[src/rtl/uart_pkg.sv]
// Shared UART-side types and helpers: arbiter state encoding, default start timeout
// and the rotate-priority pick used by both the TX arbiter and the RX read scheduler.
package uart_pkg;

    typedef enum logic [1:0] {
        ARB_IDLE  = 2'd0,
        ARB_START = 2'd1,
        ARB_BUSY  = 2'd2
    } arb_state_t;

    localparam int ARB_TIMEOUT_DEFAULT = 64;
    localparam int RR_MAX_REQ          = 16;

    // First set lane scanning upward from ptr, modulo num; result is {any, idx}.
    function automatic logic [4:0] rr_pick(input logic [15:0] req, input logic [3:0] ptr, input int num);
        logic [4:0] v_res;
        logic [4:0] v_pos;
        v_res = 5'd0;
        for (int k = 0; k < RR_MAX_REQ; k++) begin
            v_pos = {1'b0, ptr} + 5'(k);
            if (v_pos >= 5'(num)) begin
                v_pos = v_pos - 5'(num);
            end else begin
                v_pos = v_pos;
            end
            if ((k < num) && !v_res[4] && req[v_pos[3:0]]) begin
                v_res = {1'b1, v_pos[3:0]};
            end else begin
                v_res = v_res;
            end
        end
        return v_res;
    endfunction

endpackage

[src/rtl/rr_arbiter.sv]
// Combinational rotate-priority picker: the lowest requesting index at or above the
// pointer wins, wrapping around. Produces one-hot grant, binary index and an any flag.
module rr_arbiter
    import uart_pkg::*;
#(
    parameter int NUM_REQ = 4,
    parameter int IW      = $clog2(NUM_REQ)
) (
    input  logic [NUM_REQ-1:0] i_req,
    input  logic [IW-1:0]      i_ptr,
    output logic [NUM_REQ-1:0] o_gnt,
    output logic [IW-1:0]      o_idx,
    output logic               o_any
);

    logic [15:0] w_req_ext;
    logic [3:0]  w_ptr_ext;
    logic [4:0]  w_pick;

    // Widen to the helper's fixed lane count and decode the pick.
    always_comb begin
        w_req_ext              = 16'd0;
        w_req_ext[NUM_REQ-1:0] = i_req;
        w_ptr_ext              = 4'd0;
        w_ptr_ext[IW-1:0]      = i_ptr;
        w_pick                 = rr_pick(w_req_ext, w_ptr_ext, NUM_REQ);
        o_any                  = w_pick[4];
        o_idx                  = w_pick[IW-1:0];
        o_gnt                  = {NUM_REQ{1'b0}};
        if (w_pick[4]) begin
            o_gnt[w_pick[IW-1:0]] = 1'b1;
        end else begin
            o_gnt = {NUM_REQ{1'b0}};
        end
    end

endmodule

[src/rtl/uart_tx_arbiter.sv]
// Round-robin sharing of one UART transmitter among NUM_REQ clients, one frame per grant,
// with start/busy/complete handshake tracking, start timeout and a saturating frame counter.
module uart_tx_arbiter
    import uart_pkg::*;
#(
    parameter int NUM_REQ       = 4,
    parameter int DATA_BITS     = 8,
    parameter int START_TIMEOUT = ARB_TIMEOUT_DEFAULT
) (
    input  logic                           Clk,
    input  logic                           Rst,
    input  logic [NUM_REQ-1:0]             Req,
    input  logic [NUM_REQ*DATA_BITS-1:0]   Req_Data,
    output logic [NUM_REQ-1:0]             Grant,
    output logic [NUM_REQ-1:0]             Done,
    input  logic                           CTS,
    input  logic                           Tx_Busy,
    output logic [DATA_BITS-1:0]           Tx_Data,
    output logic                           Transmit_Start,
    output logic                           Start_Error,
    output logic [$clog2(NUM_REQ)-1:0]     Owner,
    output logic [15:0]                    Frame_Count
);

    localparam int IW = $clog2(NUM_REQ);
    localparam int TW = $clog2(START_TIMEOUT + 1);

    arb_state_t            r_state, w_state_nxt;
    logic [IW-1:0]         r_ptr, w_ptr_nxt, w_ptr_inc;
    logic [IW-1:0]         r_owner, w_owner_nxt;
    logic [DATA_BITS-1:0]  r_data, w_data_nxt;
    logic [NUM_REQ-1:0]    r_grant, w_grant_nxt;
    logic [NUM_REQ-1:0]    r_done, w_done_nxt;
    logic                  r_ts, w_ts_nxt;
    logic                  r_err, w_err_nxt;
    logic [TW-1:0]         r_cnt, w_cnt_nxt;
    logic [15:0]           r_fc, w_fc_nxt;
    logic [NUM_REQ-1:0]    w_arb_gnt;
    logic [IW-1:0]         w_arb_idx;
    logic                  w_arb_any;

    rr_arbiter #(.NUM_REQ(NUM_REQ), .IW(IW)) u_rr (
        .i_req (Req),
        .i_ptr (r_ptr),
        .o_gnt (w_arb_gnt),
        .o_idx (w_arb_idx),
        .o_any (w_arb_any)
    );

    // Next-state and next-output logic for the grant handshake.
    always_comb begin
        w_state_nxt = r_state;
        w_ptr_nxt   = r_ptr;
        w_owner_nxt = r_owner;
        w_data_nxt  = r_data;
        w_grant_nxt = {NUM_REQ{1'b0}};
        w_done_nxt  = {NUM_REQ{1'b0}};
        w_ts_nxt    = r_ts;
        w_err_nxt   = 1'b0;
        w_cnt_nxt   = r_cnt;
        w_fc_nxt    = r_fc;
        w_ptr_inc   = (r_owner == IW'(NUM_REQ - 1)) ? {IW{1'b0}} : r_owner + IW'(1);
        case (r_state)
            ARB_IDLE: begin
                // Busy while idle means another user owns the line.
                if (w_arb_any && CTS && !Tx_Busy) begin
                    w_grant_nxt = w_arb_gnt;
                    w_owner_nxt = w_arb_idx;
                    w_data_nxt  = Req_Data[w_arb_idx*DATA_BITS +: DATA_BITS];
                    w_ts_nxt    = 1'b1;
                    w_cnt_nxt   = {TW{1'b0}};
                    w_state_nxt = ARB_START;
                end else begin
                    w_state_nxt = ARB_IDLE;
                end
            end
            ARB_START: begin
                // Busy seen on the expiry cycle still counts as a successful start.
                if (Tx_Busy) begin
                    w_ts_nxt    = 1'b0;
                    w_state_nxt = ARB_BUSY;
                end else if (r_cnt == TW'(START_TIMEOUT - 1)) begin
                    w_ts_nxt    = 1'b0;
                    w_err_nxt   = 1'b1;
                    w_ptr_nxt   = w_ptr_inc;
                    w_state_nxt = ARB_IDLE;
                end else begin
                    w_cnt_nxt   = r_cnt + TW'(1);
                end
            end
            ARB_BUSY: begin
                if (!Tx_Busy) begin
                    w_done_nxt[r_owner] = 1'b1;
                    w_fc_nxt    = (r_fc == 16'hFFFF) ? r_fc : r_fc + 16'd1;
                    w_ptr_nxt   = w_ptr_inc;
                    w_state_nxt = ARB_IDLE;
                end else begin
                    w_state_nxt = ARB_BUSY;
                end
            end
            default: begin
                w_ts_nxt    = 1'b0;
                w_state_nxt = ARB_IDLE;
            end
        endcase
    end

    // State and registered-output update with synchronous active-low reset.
    always_ff @(posedge Clk) begin
        if (!Rst) begin
            r_state <= ARB_IDLE;
            r_ptr   <= {IW{1'b0}};
            r_owner <= {IW{1'b0}};
            r_data  <= {DATA_BITS{1'b0}};
            r_grant <= {NUM_REQ{1'b0}};
            r_done  <= {NUM_REQ{1'b0}};
            r_ts    <= 1'b0;
            r_err   <= 1'b0;
            r_cnt   <= {TW{1'b0}};
            r_fc    <= 16'd0;
        end else begin
            r_state <= w_state_nxt;
            r_ptr   <= w_ptr_nxt;
            r_owner <= w_owner_nxt;
            r_data  <= w_data_nxt;
            r_grant <= w_grant_nxt;
            r_done  <= w_done_nxt;
            r_ts    <= w_ts_nxt;
            r_err   <= w_err_nxt;
            r_cnt   <= w_cnt_nxt;
            r_fc    <= w_fc_nxt;
        end
    end

    assign Grant          = r_grant;
    assign Done           = r_done;
    assign Tx_Data        = r_data;
    assign Transmit_Start = r_ts;
    assign Start_Error    = r_err;
    assign Owner          = r_owner;
    assign Frame_Count    = r_fc;

endmodule
[config.mk]
export PLATFORM = sky130hd
export DESIGN_NAME = uart_tx_arbiter
export DESIGN_NICKNAME = d
export VERILOG_FILES = /design/src/rtl/uart_pkg.sv /design/src/rtl/rr_arbiter.sv /design/src/rtl/uart_tx_arbiter.sv
export SDC_FILE = /design/constraint.sdc
export NUM_CORES = 1
export LEC_CHECK = 0
export ABC_AREA = 1
export CAP_MARGIN = 20
export CORE_ASPECT_RATIO = 1.5
export CORE_MARGIN = 1.5
export CORE_UTILIZATION = 34
export CTS_BUF_LIST = sky130_fd_sc_hd__clkbuf_4
export DETAILED_ROUTE_END_ITERATION = 10
export GPL_TIMING_DRIVEN = 0
export PLACE_DENSITY = 0.6
export SLEW_MARGIN = 20
export SYNTH_ARGS = -nofsm -noshare
export SYNTH_HDL_FRONTEND = slang
export SYNTH_SLANG_ARGS = --single-unit
[constraint.sdc]
create_clock -name Clk -period 2.9 [get_ports Clk]
set_clock_uncertainty 0.1 [all_clocks]
set_input_delay 0.58 -clock Clk [delete_from_list [all_inputs] [get_ports Clk]]
set_output_delay 0.58 -clock Clk [all_outputs]
set_load 0.02 [all_outputs]
======== Word-level counts from Yosys, hierarchy flattened ========
Index checks and enable logic that the tools add are counted.
word-level totals
  flip-flop bits (word level) ............. 47
  input bits .............................. 40
  output and inout bits ................... 36
operators by class
  $lt $le $gt $ge ......................... 12
  add/subtract/negate cells ............... 10
  shift-type cells ........................ 1
  muxes and demuxes ....................... 39
  reduce and logical (&&, ||, !) cells .... 22
  bitwise logic cells ..................... 5
  equal/unequal tests ..................... 11
operator list
  operator                                                                             count
  32-bit by 6-bit variable part select with 8-bit output                               1
  7-bit two-way mux                                                                    3
  4-bit by 5-bit less-than comparator with 1-bit output, second input constant         4
  5-bit two-way mux                                                                    4
  16-bit by 1-bit adder with 16-bit output, second input constant                      1
  1-bit binary-select mux with 4-bit select                                            4
  16-bit == test, second input constant                                                1
  4-bit two-way mux                                                                    4
  5-bit by 3-bit greater-or-equal comparator with 1-bit output, second input constant  3
  2-bit two-way mux                                                                    7
  7-bit one-hot mux with 2 select lines                                                1
  4-bit AND reduction                                                                  3
  4-bit by 3-bit subtractor with 4-bit output, second input constant                   3
  1-bit two-way mux                                                                    11
  2-bit != test, second input constant                                                 5
  7-bit by 1-bit adder with 7-bit output, second input constant                        1
  7-bit by 6-bit == test with 1-bit output, second input constant                      1
  1-bit logical AND                                                                    7
  2-bit by 2-bit adder with 3-bit output, second input constant                        2
  2-bit by 3-bit less-than comparator with 1-bit output, second input constant         2
  2-bit one-hot mux with 3 select lines                                                1
  3-bit AND reduction                                                                  2
  3-bit OR reduction                                                                   2
  1-bit inverter                                                                       5
  other kinds (15)                                                                     22

======== Longest topological paths before layout ========
Gate-level depths: netlist of the first run.
  word-level depth ........................ 18
  mapped depth ............................ 16
  depth with buffers taken out ............ 15

======== By module ========
From an unflattened synthesis of the first run, not the netlist that was laid out.
unflattened totals
  cells, all modules ...................... 445
  area, all modules ....................... 3009.1 um2
by module, submodules not included
  module           area each (um2)  cells an instance  instances
  uart_tx_arbiter  2600.0           379                1
  rr_arbiter       409.1            66                 1

======== Worst setup path before layout of the first run ========
OpenSTA, ideal clock, no wires.
  path type ............................... reg2reg
  from .................................... register r_ptr[0]
  to ...................................... register r_data[0] (netlist: Tx_Data[0])
  arrival ................................. 1.948 ns
  cell stages (with the launch flop) ...... 15
  path slack .............................. 0.743 ns
  period minus slack after synthesis ...... 2.157 ns
  cells stage by stage .................... dfxtp_1 > inv_2 > ha_1 > inv_1 > nand3_1 > nand3_2 > nand2_1 > nor2_1 > nand2_2 > nand3_2 > nor2_2 > buf_4 > o21a_1 > nand2_1 > inv_1
on the way
  word-level cells in the longest chain between the ends .. 17
  elaborated cells on any way between the ends .. 37
  those cells by class .................... 7 x add/sub; 4 x order compare; 1 x shift; 16 x mux; 9 x reduce/logical
ends and longest elaborated chain
  item                                                                                            line                    RTL
  start: declaration                                                                              uart_tx_arbiter.sv:29   logic [IW-1:0] r_ptr, w_ptr_nxt, w_ptr_inc;
  start signal: assignment                                                                        uart_tx_arbiter.sv:112  r_ptr <= {IW{1'b0}};
  start signal: assignment                                                                        uart_tx_arbiter.sv:123  r_ptr <= w_ptr_nxt;
  branches (longest 13 deep; another with 4-bit by 3-bit subtractor with 4-bit output)            --
  5-bit two-way mux *                                                                             uart_pkg.sv:26          if ((k < num) && !v_res[4] && req[v_pos[3:0]]) begin
  branches (longest 3 deep; another with 32-bit by 6-bit variable part select with 8-bit output)  --
  end signal: assignment                                                                          uart_tx_arbiter.sv:114  r_data <= {DATA_BITS{1'b0}};
  end signal: assignment                                                                          uart_tx_arbiter.sv:125  r_data <= w_data_nxt;
  end: declaration                                                                                uart_tx_arbiter.sv:31   logic [DATA_BITS-1:0] r_data, w_data_nxt;
Mark *: on every way between the ends. The select of a mux whose other input is x is not followed.
A chain may end at the register's enable or synchronous reset.

======== Worst setup path in the final report of the first run ========
  from .................................... register r_ptr[0]
  to ...................................... register r_data[7] (netlist: Tx_Data[7])
The elaborated chain is that of the path after synthesis.

==> results of run 1 <==
==> cell families (layout without fill, tap and decap cells) <==
| family | count (synthesis) | count (layout) | share of synthesized area [%] |
|---|---|---|---|
| compound gates | 53 | 53 | 11.00 |
| xor+xnor | 6 | 6 | 1.925 |
| fa+ha+maj | 14 | 14 | 6.416 |
| buf+inv | 59 | 141 | 9.211 |
| flops | 47 | 47 | 34.46 |
| simple gates | 223 | 223 | 36.98 |
==> worst register-to-register path, cell delays in order, from the launching register on <==
cell,delay (ns)
dfxtp_2,0.47
inv_2,0.11
ha_1,0.37
inv_1,0.10
nand3_1,0.12
nand3_2,0.13
nand3b_1,0.11
nand3_1,0.18
nand2_1,0.07
nor2_1,0.27
nand3_1,0.13
nand3_1,0.11
nor2_1,0.04
nor2_1,0.07
==> cells in the final DEF, fill, tap and decap left out, types with 7 or more instances in the layout <==
cell             Yosys  routed
nand3_1             39      39
dfxtp_1             47      46
clkdlybuf4s50_1      0      74
inv_1               41      41
ha_1                14      14
nor3_1               7       7
a21oi_1             24      24
nor2_1              31      31
nand2_1            111     111
o21ai_0             10      10
nand4_1             17      17
==> what timing repair did <==
action,in CTS,in global routing
setup endpoints to repair,0,1
buffers inserted,0,0
resized for setup,0,1
hold buffers,0,0
==> layout make-up <==
type	count	area [µm²]
timing repair buffer	74	740.7
buffer	12	75.07
multi-input combinational	296	1538
inverter	47	176.4
clock buffer	6	45.04
clock inverter	2	60.06
tap	102	127.6
fill	851	4005
sequential	47	942.2
==> through the flow <==
stage                     instances  instance area, µm²  power, mW
after floorplan                 402                2730     0.8714
after global placement          578                3598     0.9977
after detailed placement        578                3598      1.001
after CTS                       586                3704      1.507
after global routing            586                3705      1.568
final                           586                3705      1.489
==> metal layers <==
metal  wire, µm  global-route usage (%)
met3        383                   4.113
met2       3827                   34.47
met1       2943                   18.55
met5          0                       0
met4        158                   6.914
==> registers in the layout (all words and copies together), names as in the netlist, 2 cells and up <==
register / count
Frame_Count: 16
Tx_Data: 8
r_cnt: 7
Done: 4
Grant: 4
Owner: 2
r_ptr: 2
r_state: 2
==> power groups by stage <==
stage | clock network, mW | logic, mW | registers (mW)
after floorplan | 0 | 0.165 | 0.706
after global placement | 0 | 0.308 | 0.690
after detailed placement | 0 | 0.310 | 0.690
after CTS | 0.519 | 0.312 | 0.677
after global routing | 0.544 | 0.345 | 0.679
final | 0.504 | 0.309 | 0.676
==> how the worst max path moves through the flow <==
stage                                      from                          end  cells past startpoint
final                     r_ptr[0]$_SDFFE_PN0P_      Tx_Data[7]$_SDFFE_PN0P_                     13
after global placement                  Tx_Busy  Frame_Count[7]$_SDFFE_PN0P_                      6
after CTS                 r_ptr[0]$_SDFFE_PN0P_      Tx_Data[7]$_SDFFE_PN0P_                     13
after global routing      r_ptr[1]$_SDFFE_PN0P_      Tx_Data[7]$_SDFFE_PN0P_                     14
after detailed placement                Tx_Busy  Frame_Count[7]$_SDFFE_PN0P_                      6
after floorplan           r_ptr[0]$_SDFFE_PN0P_      Tx_Data[0]$_SDFFE_PN0P_                     14
==> flow_summary.yaml, run 1 <==
clocking:
  root_buffer: "clkbuf_4"
  cts_tree: "yes"
  cts.clk_slew.worst_paths_ns: 0.16
  clk_latency_ns: 0.38
  clock-sinks: 47
  numCtsBuffers: 5
  h-tree-depth: 2
  cts_buffer_depth: 2
synth:
  ys_seq_area_share_pct: 34.46
  yosys-top-cells-area: "dfxtp_1, nand2_1, nand3_1"
  synth_cell_type_count: 33
  synthFlopType: "dfxtp_1"
  synth_edf_count: 0
  yosys_warnings: 0
  synth-seq-cells: 47
  netlist.area_leader.share_pct: 34.46
  syn_area_mm2: 0.002730
  synth-async-reset-ratio_pct: 0
  yosysTopAreaCell: "dfxtp_1"
  syn-num-nets: 456
  netlist_instances: 402
  yosysMostFrequentCell: "nand2_1"
  synth_common_cells: "nand2_1, dfxtp_1, inv_1"
  syn-mean-instance-area_um2: 6.791
sta:
  maxSlewViolCount: 0
  hold_slack_ns: 0.3682
  setup_ws_ns: 0.4533
  rsz0062_at_grt: "no"
  finalCritPeriodShare_pct: 84.37
  max_slew_margin_pct: 52.52
  worstMarginPinSlew_ns: 0.7068
  period_needed_ns: 2.447
  max_freq_mhz: 408.7
  final_hold_viol_count: 0
  fin_setup_tns_ns: 0
  setup_viol: 0
drt:
  dr.pass1.iters: 4
  drtAntennaViolNets: 0
  vias: 2851
  drc_errors: 0
  drt_iter0_markers: 114
  wl_mm: 7.312
  via_per_inst: 4.865
  routedWlPerCell_um: 12.48
critical_path:
  worstSetupPathType: "flip-flop to flip-flop"
  timing.rr.start: "r_ptr[0]$_SDFFE_PN0P_"
  rrSetupSlack_ns: 0.45
  crit_slowest_cell: "dfxtp_2"
  cp.arrival_ns: 2.66
  cp-end-kind: "flip-flop"
  path_common_cell: "nand3_1"
  cp_max_fo: 9
  startpoint_type: "flip-flop"
  regToRegEndpoint: "Tx_Data[7]$_SDFFE_PN0P_"
  slowest_delay_ns: 0.47
  worstPathCellList: "inv_2 > ha_1 > inv_1 > nand3_1 > nand3_2 > nand3b_1 > nand3_1 > nand2_1 > nor2_1 > nand3_1 > nand3_1 > nor2_1 > nor2_1"
  crit_required_ns: 3.12
  crit_buf_inv: 2
  r2r_cells: 13
  path_delay_family: "simple AND/OR/NAND/NOR gates"
run_status:
  run_status: "finished clean"
die:
  ioPinCount: 76
  core_mm2: 0.007710
  die_height_um: 112.8
  die_w_um: 76.17
  rows: 39
  start_util_pct: 35.41
  dieArea_mm2: 0.008588
global_route:
  grt_max_degree: 15
  antenna_found_initial: 0
  grt_overflow_total: 0
  grt_pass1_wl_mm: 12.48
  grt_pass1_vias: 2694
  grt_usage_pct: 17.88
final_layout:
  fin_nets: 537
  drive_above_1_share_pct: 7.438
  area_growth_pct: 35.70
  fin_util_pct: 48.05
  diodes: 0
worst_hold_path:
  hp-class: "flip-flop to flip-flop"
  whs_path_depth: 2
  hold_end: "Transmit_Start$_SDFFE_PN0P_"
  min_from: "Transmit_Start$_SDFFE_PN0P_"
pwr:
  power_frac_comb_pct: 20.7
  power_density_mw_per_mm2: 402.0
  peakVddDrop_mv: 0.2414
  netSwitchingFraction_pct: 27.37
  clkPwrFrac_pct: 33.9
  sequentialPowerShare_pct: 45.4
  p_int_mw: 1.082
  p_leak_nw: 1.542
  p_switching_uw: 407.6
placement:
  preCtsSetupSlack_ns: 0.2474
  dpl.hpwl_mm: 5.692
  port_buffers: 74
  place_congestion: 0.8422
flow_run:
  drv_cap: 0
Note: power is estimated with default switching activity, not from simulation.
==> inputs of run 2 (changes only) <==
- clock period: 2.9 -> 2.35 ns (I/O delays scaled with it)
==> run 2 against run 1 <==
  * Utilization is 1.4 points higher
  * Sequential power is 23% higher
  * Flip-flop and latch count stayed put
  * Clock-buffer cell count stayed put
  * Routed wire length is 1.5% higher
  * Clock power is 23% higher
  * Sequential share of layout area is 0.55 points lower
  * First-iteration DRC count is 11% lower
  * Hold slack hardly changed
  * Cell area is 2.9% higher
  * Global-route usage is 0.085 points higher
  * Largest cell class unchanged
  * Highest routed layer unchanged
==> flow_summary.yaml, run 2 (synthesized netlist as in run 1, its figures left out) <==
clocking:
  cts.clk_slew.worst_paths_ns: 0.14
  cts_tree: "yes"
  h-tree-depth: 2
  clock-sinks: 47
  cts-hold-fix-buffers: 0
  cts_buffer_depth: 2
  numCtsBuffers: 5
  root_buffer: "clkbuf_4"
  clk_latency_ns: 0.38
critical_path:
  cp-end-kind: "flip-flop"
  startpoint_type: "flip-flop"
  cp.arrival_ns: 2.38
  crit_required_ns: 2.53
  cp_max_fo: 10
  worstSetupPathType: "flip-flop to flip-flop"
final_layout:
  fin_nets: 542
  diodes: 0
  mostFrequentLayoutCell: "nand2_1"
  fillers: 837
  final_cell_mix: "nand2_1, clkdlybuf4s50_1, dfxtp_1"
  register_area_um2: 948.4
  largest_register_ffs: 16
  fin_cells: 591
  multi_input_area_mm2: 0.001580
  drive_above_1_share_pct: 9.611
  area_growth_pct: 39.64
die:
  ioPinCount: 76
  die_height_um: 112.8
  start_util_pct: 35.41
  core_mm2: 0.007710
  die_w_um: 76.17
  rows: 39
  dieArea_mm2: 0.008588
global_route:
  grtUsageMet3_pct: 4.032
  grt_pass1_vias: 2703
  grt.met2_usage_pct: 34.59
  gr-max-usage-layer: "met2"
  grt_max_degree: 15
  grt_usage_pct: 17.96
  use_met1_pct: 18.75
  grt_overflow_total: 0
  antenna_found_initial: 0
  grt_pass1_wl_mm: 12.54
drt:
  wl_mm: 7.423
  via_per_inst: 4.893
  drc_errors: 0
  dr.pass1.iters: 4
  vias: 2892
  drtAntennaViolNets: 0
  drt_iter0_markers: 102
  routedWlPerCell_um: 12.56
worst_hold_path:
  hp-class: "flip-flop to flip-flop"
placement:
  place_congestion: 0.8422
  preCtsSetupSlack_ns: -0.1926
  dp.cells: 578
  port_buffers: 74
  dpl.hpwl_mm: 5.692
flow_run:
  drv_cap: 0
pwr:
  power_density_mw_per_mm2: 485.7
  peakVddDrop_mv: 0.2997
  p_leak_nw: 1.582
run_status:
  run_status: "finished clean"
sta:
  worstMarginPinSlew_ns: 0.5618
  setup_viol: 0
  max_slew_margin_pct: 62.55
  setup_ws_ns: 0.1497
  period_needed_ns: 2.200
  final_hold_viol_count: 0
  max_freq_mhz: 454.5
  finalCritPeriodShare_pct: 93.63
  maxSlewViolCount: 0
==> run 2: timing repair <==
action                                  in CTS  in global routing
buffers inserted                             1                  4
gates resized for setup                      4                 15
endpoints found under the setup margin      23                 26
==> run 2: critical path, cell delays in order (launching register included) <==
cell	delay (ns)
dfxtp_4	0.39
clkinvlp_4	0.10
ha_4	0.30
inv_1	0.05
nand3_1	0.11
nand3_2	0.14
nand2_1	0.09
nor2_1	0.05
nand2_2	0.16
nand3_2	0.11
buf_6	0.16
nand2_1	0.07
nand2_1	0.06
nand2_1	0.06
nand2_1	0.04
nor2_1	0.08
nor2_1	0.04
==> run 2: per-layer routing <==
| metal | vias up | routed length, µm |
|---|---|---|
| met5 | - | 0 |
| met4 | 0 | 146 |
| met3 | 10 | 361 |
| met2 | 81 | 3981 |
| met1 | 1310 | 2933 |
| li1 | 1491 | - |
==> run 2: final timing paths <==
path / startpoint / endpoint / slack (ns) / cells past startpoint
max: r_ptr[1]$_SDFFE_PN0P_ / Tx_Data[1]$_SDFFE_PN0P_ / 0.15 / 16
min: Transmit_Start$_SDFFE_PN0P_ / Transmit_Start$_SDFFE_PN0P_ / 0.37 / 2
max reg2reg: r_ptr[1]$_SDFFE_PN0P_ / Tx_Data[1]$_SDFFE_PN0P_ / 0.15 / 16
min reg2reg: Transmit_Start$_SDFFE_PN0P_ / Transmit_Start$_SDFFE_PN0P_ / 0.37 / 2
==> run 2: cell type report <==
class / count / area share, %
flip-flops and latches: 47 / 24.88
clock buffers: 6 / 1.181
multi-input cells: 296 / 41.45
well taps: 102 / 3.348
clock inverters: 2 / 1.575
repair buffers: 79 / 20.41
inverters: 47 / 4.923
plain buffers: 12 / 2.232
==> run 2: power breakdown <==
part	leakage (nW)	internal, mW	switching [mW]	total (mW)
Combinational	1.14	0.181	0.218	0.399
Sequential	0.382	0.816	0.0152	0.832
Clock	0.0559	0.344	0.278	0.622
==> run 2: through the flow <==
stage / util, % / hold slack [ns] / TNS, ns / cell area [µm²] / power, mW
after global routing: 49.45 / 0.4003 / -0.07567 / 3812 / 1.951
after global placement: 46.67 / 0.3536 / -2.647 / 3598 / 1.231
after detailed placement: 46.67 / 0.3521 / -3.536 / 3598 / 1.235
after CTS: 48.23 / 0.3717 / 0 / 3719 / 1.860
final: 49.45 / 0.3680 / 0 / 3812 / 1.852
after floorplan: - / 0.3702 / 0 / 2730 / 1.075
